<file path="src/rtl/core_reg_router_pkg.sv">
// Shared widths, constants and payload types for the core register router.
package core_reg_router_pkg;

  localparam int unsigned CPCI_NF2_DATA_WIDTH = 32;
  localparam int unsigned CORE_REG_ADDR_WIDTH = 24;
  localparam int unsigned WORD_ADDR_WIDTH     = CORE_REG_ADDR_WIDTH - 2;
  localparam int unsigned SLOT_WIDTH          = 4;
  localparam int unsigned BLOCK_ADDR_WIDTH    = WORD_ADDR_WIDTH - SLOT_WIDTH;
  localparam int unsigned MAX_SLOTS           = 16;
  localparam int unsigned CNT_WIDTH           = 10;

  localparam logic [CPCI_NF2_DATA_WIDTH-1:0] DEAD_BEEF = 32'hDEAD_BEEF;

  // Latched request broadcast to every slot
  typedef struct packed {
    logic                              rd_wr_L;
    logic [BLOCK_ADDR_WIDTH-1:0]       addr;
    logic [CPCI_NF2_DATA_WIDTH-1:0]    wr_data;
  } reg_cmd_t;

  function automatic logic [SLOT_WIDTH-1:0] addr_slot(input logic [WORD_ADDR_WIDTH-1:0] addr);
    return addr[WORD_ADDR_WIDTH-1 -: SLOT_WIDTH];
  endfunction

endpackage

</file>
<file path="src/rtl/core_reg_router.sv">
// Routes upstream core register accesses to one of NUM_SLAVES block slots by the
// top address nibble, with per-access timeout and DEAD_BEEF for empty slots.
module core_reg_router
  import core_reg_router_pkg::*;
#(
  parameter int unsigned NUM_SLAVES = 4,
  parameter int unsigned TIMEOUT    = 255
) (
  input  logic                                      clk,
  input  logic                                      reset,
  input  logic                                      core_reg_req,
  output logic                                      core_reg_ack,
  input  logic                                      core_reg_rd_wr_L,
  input  logic [WORD_ADDR_WIDTH-1:0]                core_reg_addr,
  input  logic [CPCI_NF2_DATA_WIDTH-1:0]            core_reg_wr_data,
  output logic [CPCI_NF2_DATA_WIDTH-1:0]            core_reg_rd_data,
  output logic [NUM_SLAVES-1:0]                     slv_reg_req,
  output logic                                      slv_reg_rd_wr_L,
  output logic [BLOCK_ADDR_WIDTH-1:0]               slv_reg_addr,
  output logic [CPCI_NF2_DATA_WIDTH-1:0]            slv_reg_wr_data,
  input  logic [NUM_SLAVES-1:0]                     slv_reg_ack,
  input  logic [NUM_SLAVES*CPCI_NF2_DATA_WIDTH-1:0] slv_reg_rd_data,
  output logic                                      timeout_err
);

  typedef enum logic [1:0] {
    IDLE     = 2'd0,
    WAIT_ACK = 2'd1,
    DONE     = 2'd2
  } state_t;

  state_t                         state_q, state_n;
  reg_cmd_t                       cmd_q, cmd_n;
  logic [SLOT_WIDTH-1:0]          slot_q, slot_n;
  logic [CNT_WIDTH-1:0]           cnt_q, cnt_n;
  logic [NUM_SLAVES-1:0]          req_q, req_n;
  logic                           ack_q, ack_n;
  logic [CPCI_NF2_DATA_WIDTH-1:0] rd_data_q, rd_data_n;
  logic                           tmo_q, tmo_n;

  logic                           sel_ack;
  logic [CPCI_NF2_DATA_WIDTH-1:0] sel_data;

  // Ack and read data of the currently selected slot only
  always_comb begin
    sel_ack  = 1'b0;
    sel_data = '0;
    for (int unsigned k = 0; k < NUM_SLAVES; k++) begin
      if (slot_q == SLOT_WIDTH'(k)) begin
        sel_ack  = slv_reg_ack[k];
        sel_data = slv_reg_rd_data[k*CPCI_NF2_DATA_WIDTH +: CPCI_NF2_DATA_WIDTH];
      end
    end
  end

  always_ff @(posedge clk or posedge reset) begin
    if (reset) begin
      state_q   <= IDLE;
      cmd_q     <= '{rd_wr_L: 1'b1, addr: '0, wr_data: '0};
      slot_q    <= '0;
      cnt_q     <= '0;
      req_q     <= '0;
      ack_q     <= 1'b0;
      rd_data_q <= '0;
      tmo_q     <= 1'b0;
    end else begin
      state_q   <= state_n;
      cmd_q     <= cmd_n;
      slot_q    <= slot_n;
      cnt_q     <= cnt_n;
      req_q     <= req_n;
      ack_q     <= ack_n;
      rd_data_q <= rd_data_n;
      tmo_q     <= tmo_n;
    end
  end

  always_comb begin
    state_n   = state_q;
    cmd_n     = cmd_q;
    slot_n    = slot_q;
    cnt_n     = cnt_q;
    req_n     = req_q;
    ack_n     = 1'b0;
    rd_data_n = rd_data_q;
    tmo_n     = 1'b0;

    case (state_q)
      IDLE: begin
        if (core_reg_req) begin
          cmd_n.rd_wr_L = core_reg_rd_wr_L;
          cmd_n.addr    = core_reg_addr[BLOCK_ADDR_WIDTH-1:0];
          cmd_n.wr_data = core_reg_wr_data;
          slot_n        = addr_slot(core_reg_addr);
          if (32'(slot_n) < NUM_SLAVES) begin
            req_n   = NUM_SLAVES'(1) << slot_n;
            cnt_n   = '0;
            state_n = WAIT_ACK;
          end else begin
            ack_n     = 1'b1;
            rd_data_n = DEAD_BEEF;
            state_n   = DONE;
          end
        end
      end

      WAIT_ACK: begin
        if (!core_reg_req) begin
          req_n   = '0;
          state_n = IDLE;
        end else if (sel_ack) begin
          // A slave ack on the expiry cycle still wins over the timeout
          req_n     = '0;
          ack_n     = 1'b1;
          rd_data_n = sel_data;
          state_n   = DONE;
        end else if (cnt_q == CNT_WIDTH'(TIMEOUT - 1)) begin
          req_n     = '0;
          ack_n     = 1'b1;
          rd_data_n = DEAD_BEEF;
          tmo_n     = 1'b1;
          state_n   = DONE;
        end else begin
          cnt_n = cnt_q + CNT_WIDTH'(1);
        end
      end

      DONE: begin
        if (!core_reg_req) state_n = IDLE;
      end

      default: state_n = IDLE;
    endcase
  end

  assign core_reg_ack     = ack_q;
  assign core_reg_rd_data = rd_data_q;
  assign slv_reg_req      = req_q;
  assign slv_reg_rd_wr_L  = cmd_q.rd_wr_L;
  assign slv_reg_addr     = cmd_q.addr;
  assign slv_reg_wr_data  = cmd_q.wr_data;
  assign timeout_err      = tmo_q;

endmodule

</file>
<file path="config.mk">
export PLATFORM = sky130hd
export DESIGN_NAME = core_reg_router
export DESIGN_NICKNAME = d
export VERILOG_FILES = /design/src/rtl/core_reg_router_pkg.sv /design/src/rtl/core_reg_router.sv
export SDC_FILE = /design/constraint.sdc
export NUM_CORES = 1
export LEC_CHECK = 0
export ABC_AREA = 1
export BUFFER_PORTS_ARGS = -buffer_cell sky130_fd_sc_hd__buf_4
export CAP_MARGIN = 20
export CORE_MARGIN = 4
export CORE_UTILIZATION = 46
export CTS_CLUSTER_SIZE = 10
export DETAILED_ROUTE_END_ITERATION = 6
export PLACE_DENSITY = 0.93
export REMOVE_ABC_BUFFERS = 1
export SKIP_LAST_GASP = 1
export SLEW_MARGIN = 20
export SYNTH_ARGS = -nofsm -noshare
export SYNTH_HDL_FRONTEND = slang
export SYNTH_SLANG_ARGS = --single-unit
export TNS_END_PERCENT = 1
</file>
<file path="constraint.sdc">
create_clock -name clk -period 4.35 [get_ports clk]
set_input_delay 0.435 -clock clk [delete_from_list [all_inputs] [get_ports clk]]
set_output_delay 0.435 -clock clk [all_outputs]
set_load 0.005 [all_outputs]
</file>
After elaboration in Yosys (flattened, before gate mapping)
Cells that the tools add are included.
- reductions and logical operators: 8
- eq/ne operators: 15
- add/sub/neg operators: 1
- $lt $le $gt $ge: 1
- shift operators: 1
- mux-type cells: 42
- operator list (cell ; count):
    $mux 32 ; 9
    $pmux 32 s2 ; 1
    $mux 10 ; 5
    $mux 4 ; 5
    $pmux 10 s2 ; 1
    $ne 2x2->1 const B ; 7
    $mux 1 ; 12
    $mux 2 ; 6
    $add 10x1->10 const B ; 1
    $eq 10x8->1 const B ; 1
    $eq 4x2->1 const B ; 2
    $pmux 4 s2 ; 1
    $pmux 2 s3 ; 1
    $reduce_and 6->1 ; 1
    $reduce_and 5->1 ; 1
    $eq 4x1->1 const B ; 1
    $logic_not 4->1 ; 1
    $lt 4x3->1 const B ; 1
    $ne 4x4->1 const B ; 1
    $reduce_and 4->1 ; 1
    $shl 1x4->4 const A ; 1
    $ne 3x3->1 const B ; 1
    $reduce_and 3->1 ; 1
    $eq 2x1->1 const B ; 1
    5 further kinds ; 5
- output and inout port bits: 89
- bits of input ports: 190
- bits in registers: 105

Logic depth before layout (Yosys ltp)
- depth in word-level cells: 8
- mapped depth: 13

Worst setup path after synthesis
Ideal clock, no wire load.
- path kind: register to register
- from: register slot_q[0]
- to: register rd_data_q[0], in the netlist core_reg_rd_data[0]
- setup time: 0.116 ns
- buffers on the path: 2
- slack: 2.752 ns
- required time: 4.234 ns
- period minus slack after synthesis: 1.598 ns
- stages on the path, launching flop included: 11
- data arrival time: 1.481 ns
- cells stage by stage: dfrtp_1 > nor2_1 > nand3_1 > nand2_1 > o21bai_2 > nand2_1 > nand3_2 > buf_4 > buf_6 > nand2_1 > nand2_1
- word-level cells in the longest chain between the ends: 8
- ends and longest elaborated chain (item ; RTL line ; RTL):
    start: declaration ; core_reg_router.sv:34 ; logic [SLOT_WIDTH-1:0] slot_q, slot_n;
    start signal: assignment ; core_reg_router.sv:69 ; slot_q <= slot_n;
    $logic_not 4->1 ; core_reg_router.sv:49 ; if (slot_q == SLOT_WIDTH'(k)) begin
    $mux 32 / $mux 1 (equally long branches) (4 in series) ; core_reg_router.sv:49 ;
    $mux 32 ; core_reg_router.sv:111 ; end else if (sel_ack) begin
    $mux 32 ; core_reg_router.sv:108 ; if (!core_reg_req) begin
    $pmux 32 s2 ; core_reg_router.sv:88 ; case (state_q)
    end signal: assignment ; core_reg_router.sv:73 ; rd_data_q <= rd_data_n;
    end: declaration ; core_reg_router.sv:38 ; logic [CPCI_NF2_DATA_WIDTH-1:0] rd_data_q, rd_data_n;
Several ways; a longest one is shown, not always the timed one. The select of a mux whose other input is x is not followed.
A chain may end at the register's enable or synchronous reset.

Final worst setup path
- from: register slot_q[3]
- to: register rd_data_q[27], in the netlist core_reg_rd_data[27]
The elaborated chain is that of the path after synthesis.

==> impl_results.md <==
- Status: finished, final reports clean
- # clock sinks: 105
- Commonest non-fill, non-tap cell in the layout: buf_4
- Fraction of registers with async set/reset: 100.0%
- CTS tree: yes
- Final Hold Fails: 0
- DIE WIDTH: 116.3 microns
- Top-area cell type share of the netlist area: 48.25%
- Clock-pin slew on the worst setup and hold paths: 0.08 ns
- Hold/Removal Path Class: in -> async
- Synth cell types: 29
- Fin. max-slew vios: 0
- Rows: 39
- Max FO, Critical Path: 57
- Post-Synthesis Cells: 626
- Minimum clock period: 3.459 ns
- Post-DP HPWL: 13.00 mm
- Final setup viols: 0
- Inserted Diodes: 0
- Met3 Use GR: 5.907%
- CTS Buf Count: 9
- Fin cells: 1028
- Remaining antenna violation count: 0
- First-pass iteration count of the detailed router: 5
- Fin area: 0.007838 sq mm
- Post-CTS resize count: 0
- GR Util met2: 42.26%
- Vias in the first global route: 5299
- Core ar.: 0.01147 sq mm
- Remaining Overflow, GRT: 0
- Grt peak-use layer: met2
- Die area: 0.01352 sq mm
- Sequential share of power: 36.8%
- Nets: 1072
- Violation count after the first detailed-route iteration: 484
- Critical path type: reg -> reg
- Critical Path AT: 3.69 ns
- Area Overhead vs Synth: 45.30%
- Pwr dens: 526.0 mW/mm^2
- Die height: 116.3 microns
- Peak supply drop: 0.0003438 V
- Synth Register Bits: 105
- Final period util: 79.51%
- Largest net degree at the start of global routing: 79
- R2r setup slk: 0.89 ns
- Startpoint types: flip-flop
- Number of top-level pins: 279
- GRT Util Overall: 24.22%
- Int Pwr: 2.631 mW
- Synth Area per Inst: 8.616 sq um
- Root Buffer: clkbuf_16
- Critical path required time: 4.58 ns
- Placed cells: 1012
- Area leader, netlist: dfrtp_1
- Layout cell share with drive strength beyond 1: 41.92%
- Sequential fraction of the synthesis area: 48.74%
- Clock latency on the worst-skew pair: 0.34 ns
- Max Cap Viol: 0
- Leak: 3.859 nW
- Unrepaired setup endpoints after global routing: false
- Post-route DRC: 0
- Global-route wire length before repair: 25.90 mm
- Dominant cells by area after synthesis: dfrtp_1 48%, nand2_1 12%, mux2_2 11%, nand3_1 10%, o21ai_0 4.3%
- Vias/cell: 5.372
- Post-synth EDFFs: 0
- Filler cell count: 936
- Gate power share: 42.9%
- Post-Route Setup TNS: 0 ns
- Mapped cell area: 0.005394 sq mm
- Max H-tree Level: 3
- Initial antenna violation count: 0
- Crit end category: flip-flop
- Most used DFF post-synth: dfrtp_1
- GR Util met1: 29.44%
- Clk pwr share: 20.4%
- PortBufs: 278
- Most frequent cells in the layout: 286 x buf_4, 166 x nand2_1, 110 x nand3_1
- Headroom to the max-slew limit: 37.09%
- Sw frac: 36.18%
- Worst clock skew: 0.005563 ns
- Initial core utilization: 47.04%
- Routed WL per cell: 16.71 microns
- Synth warnings: 0
- Hold buffer count at cts: 0
- Fmax: 289.1 MHz
- Placed Area: 0.007522 sq mm
- Clock Path Buffers: 2
- Post-CTS Setup Bufs: 0
- WL final: 17.18 mm
- Psw: 1.491 mW
- Slew @ Worst Pin: 0.9437 ns
- Gpl congestion: 0.8580
- Tightest hold margin: 0.2701 ns
- Via count: 5522
==> cells by family (layout without fill, tap and decap cells) <==
family / count (synthesis) / after routing / share of synthesized area [%]
AO/OA/AOI/OAI: 51 / 51 / 5.034
multiplexers: 51 / 51 / 10.65
buffers and inverters: 68 / 327 / 5.683
AND/OR/NAND/NOR: 347 / 347 / 29.11
adder cells (fa/ha/maj): 2 / 2 / 0.4639
XOR/XNOR: 2 / 2 / 0.3248
flip-flops: 105 / 105 / 48.74
==> flip-flops by register name, indices dropped and copies added, names as in the netlist <==
name,flops
cnt_q,10
core_reg_ack,1
core_reg_rd_data,32
slot_q,4
slv_reg_addr,18
slv_reg_rd_wr_L,1
slv_reg_req,4
slv_reg_wr_data,32
state_q,2
timeout_err,1
==> critical path, cell delays in order, from the launching register on <==
cell	delay (ns)
dfrtp_1	0.41
nor2_4	0.61
nand2_2	0.70
nor2_1	0.34
o21bai_2	0.22
nand2_1	0.10
nand3_2	0.07
buf_4	0.35
inv_2	0.31
nand2_1	0.15
nand2_1	0.06
==> per-layer routing <==
| layer | vias to the layer above | wire [microns] |
|---|---|---|
| li1 | 2637 | - |
| met1 | 2608 | 6478 |
| met2 | 243 | 8959 |
| met4 | 0 | 437 |
| met5 | - | 0 |
| met3 | 34 | 1305 |
==> metrics by stage <==
stage | power (mW) | utilization, % | setup WS, ns
global route | 4.382 | 68.35 | 0.5207
global placement | 3.227 | 65.60 | 1.005
detailed placement | 3.299 | 65.60 | 0.8330
CTS | 4.144 | 68.30 | 0.8410
finish | 4.122 | 68.35 | 0.8915
floorplan | 2.343 | - | 0.1355
==> area by class of cell <==
class / count / area (sq um) / share of cell area (%)
inverters: 25 / 96.34 / 1.229
clock buffers: 9 / 225.2 / 2.874
multi-input cells: 453 / 2476 / 31.59
repair buffers: 286 / 2147 / 27.39
clock inverters: 7 / 85.08 / 1.086
flip-flops and latches: 105 / 2629 / 33.54
well taps: 143 / 178.9 / 2.283
==> cells in the mapped netlist (2+ instances only) <==
master    instances
buf_1             8
inv_1            22
clkbuf_1         17
buf_2            11
nor2_1           21
a21oi_1           2
nand2_1         168
nand3b_1          3
buf_4             4
mux2_2           51
dfrtp_1         104
ha_1              2
nor3_1            2
o21ai_0          46
buf_6             3
or2_2             3
nand4_1          36
inv_2             3
nand3_1         110
==> final timing paths <==
check / start / to / cells past startpoint
min in group clk: core_reg_wr_data[7] / slv_reg_wr_data[7] / 2
worst max-delay path: slot_q[3] / core_reg_rd_data[27] / 10
worst min register to register: state_q[0] / state_q[1] / 1
max in group asynchronous: reset / slv_reg_rd_wr_L / 3
worst max register to register: slot_q[3] / core_reg_rd_data[27] / 10
worst min-delay path: reset / slv_reg_wr_data[4] / 2
==> power groups by stage <==
| stage | logic (mW) | clock network [mW] | registers (mW) |
|---|---|---|---|
| after floorplan | 0.829 | 0 | 1.51 |
| after global placement | 1.72 | 0 | 1.50 |
| after detailed placement | 1.77 | 0 | 1.53 |
| after CTS | 1.77 | 0.856 | 1.51 |
| after global routing | 1.94 | 0.896 | 1.55 |
| final | 1.77 | 0.839 | 1.52 |
No activity file was read; power rests on OpenSTA's default activity.
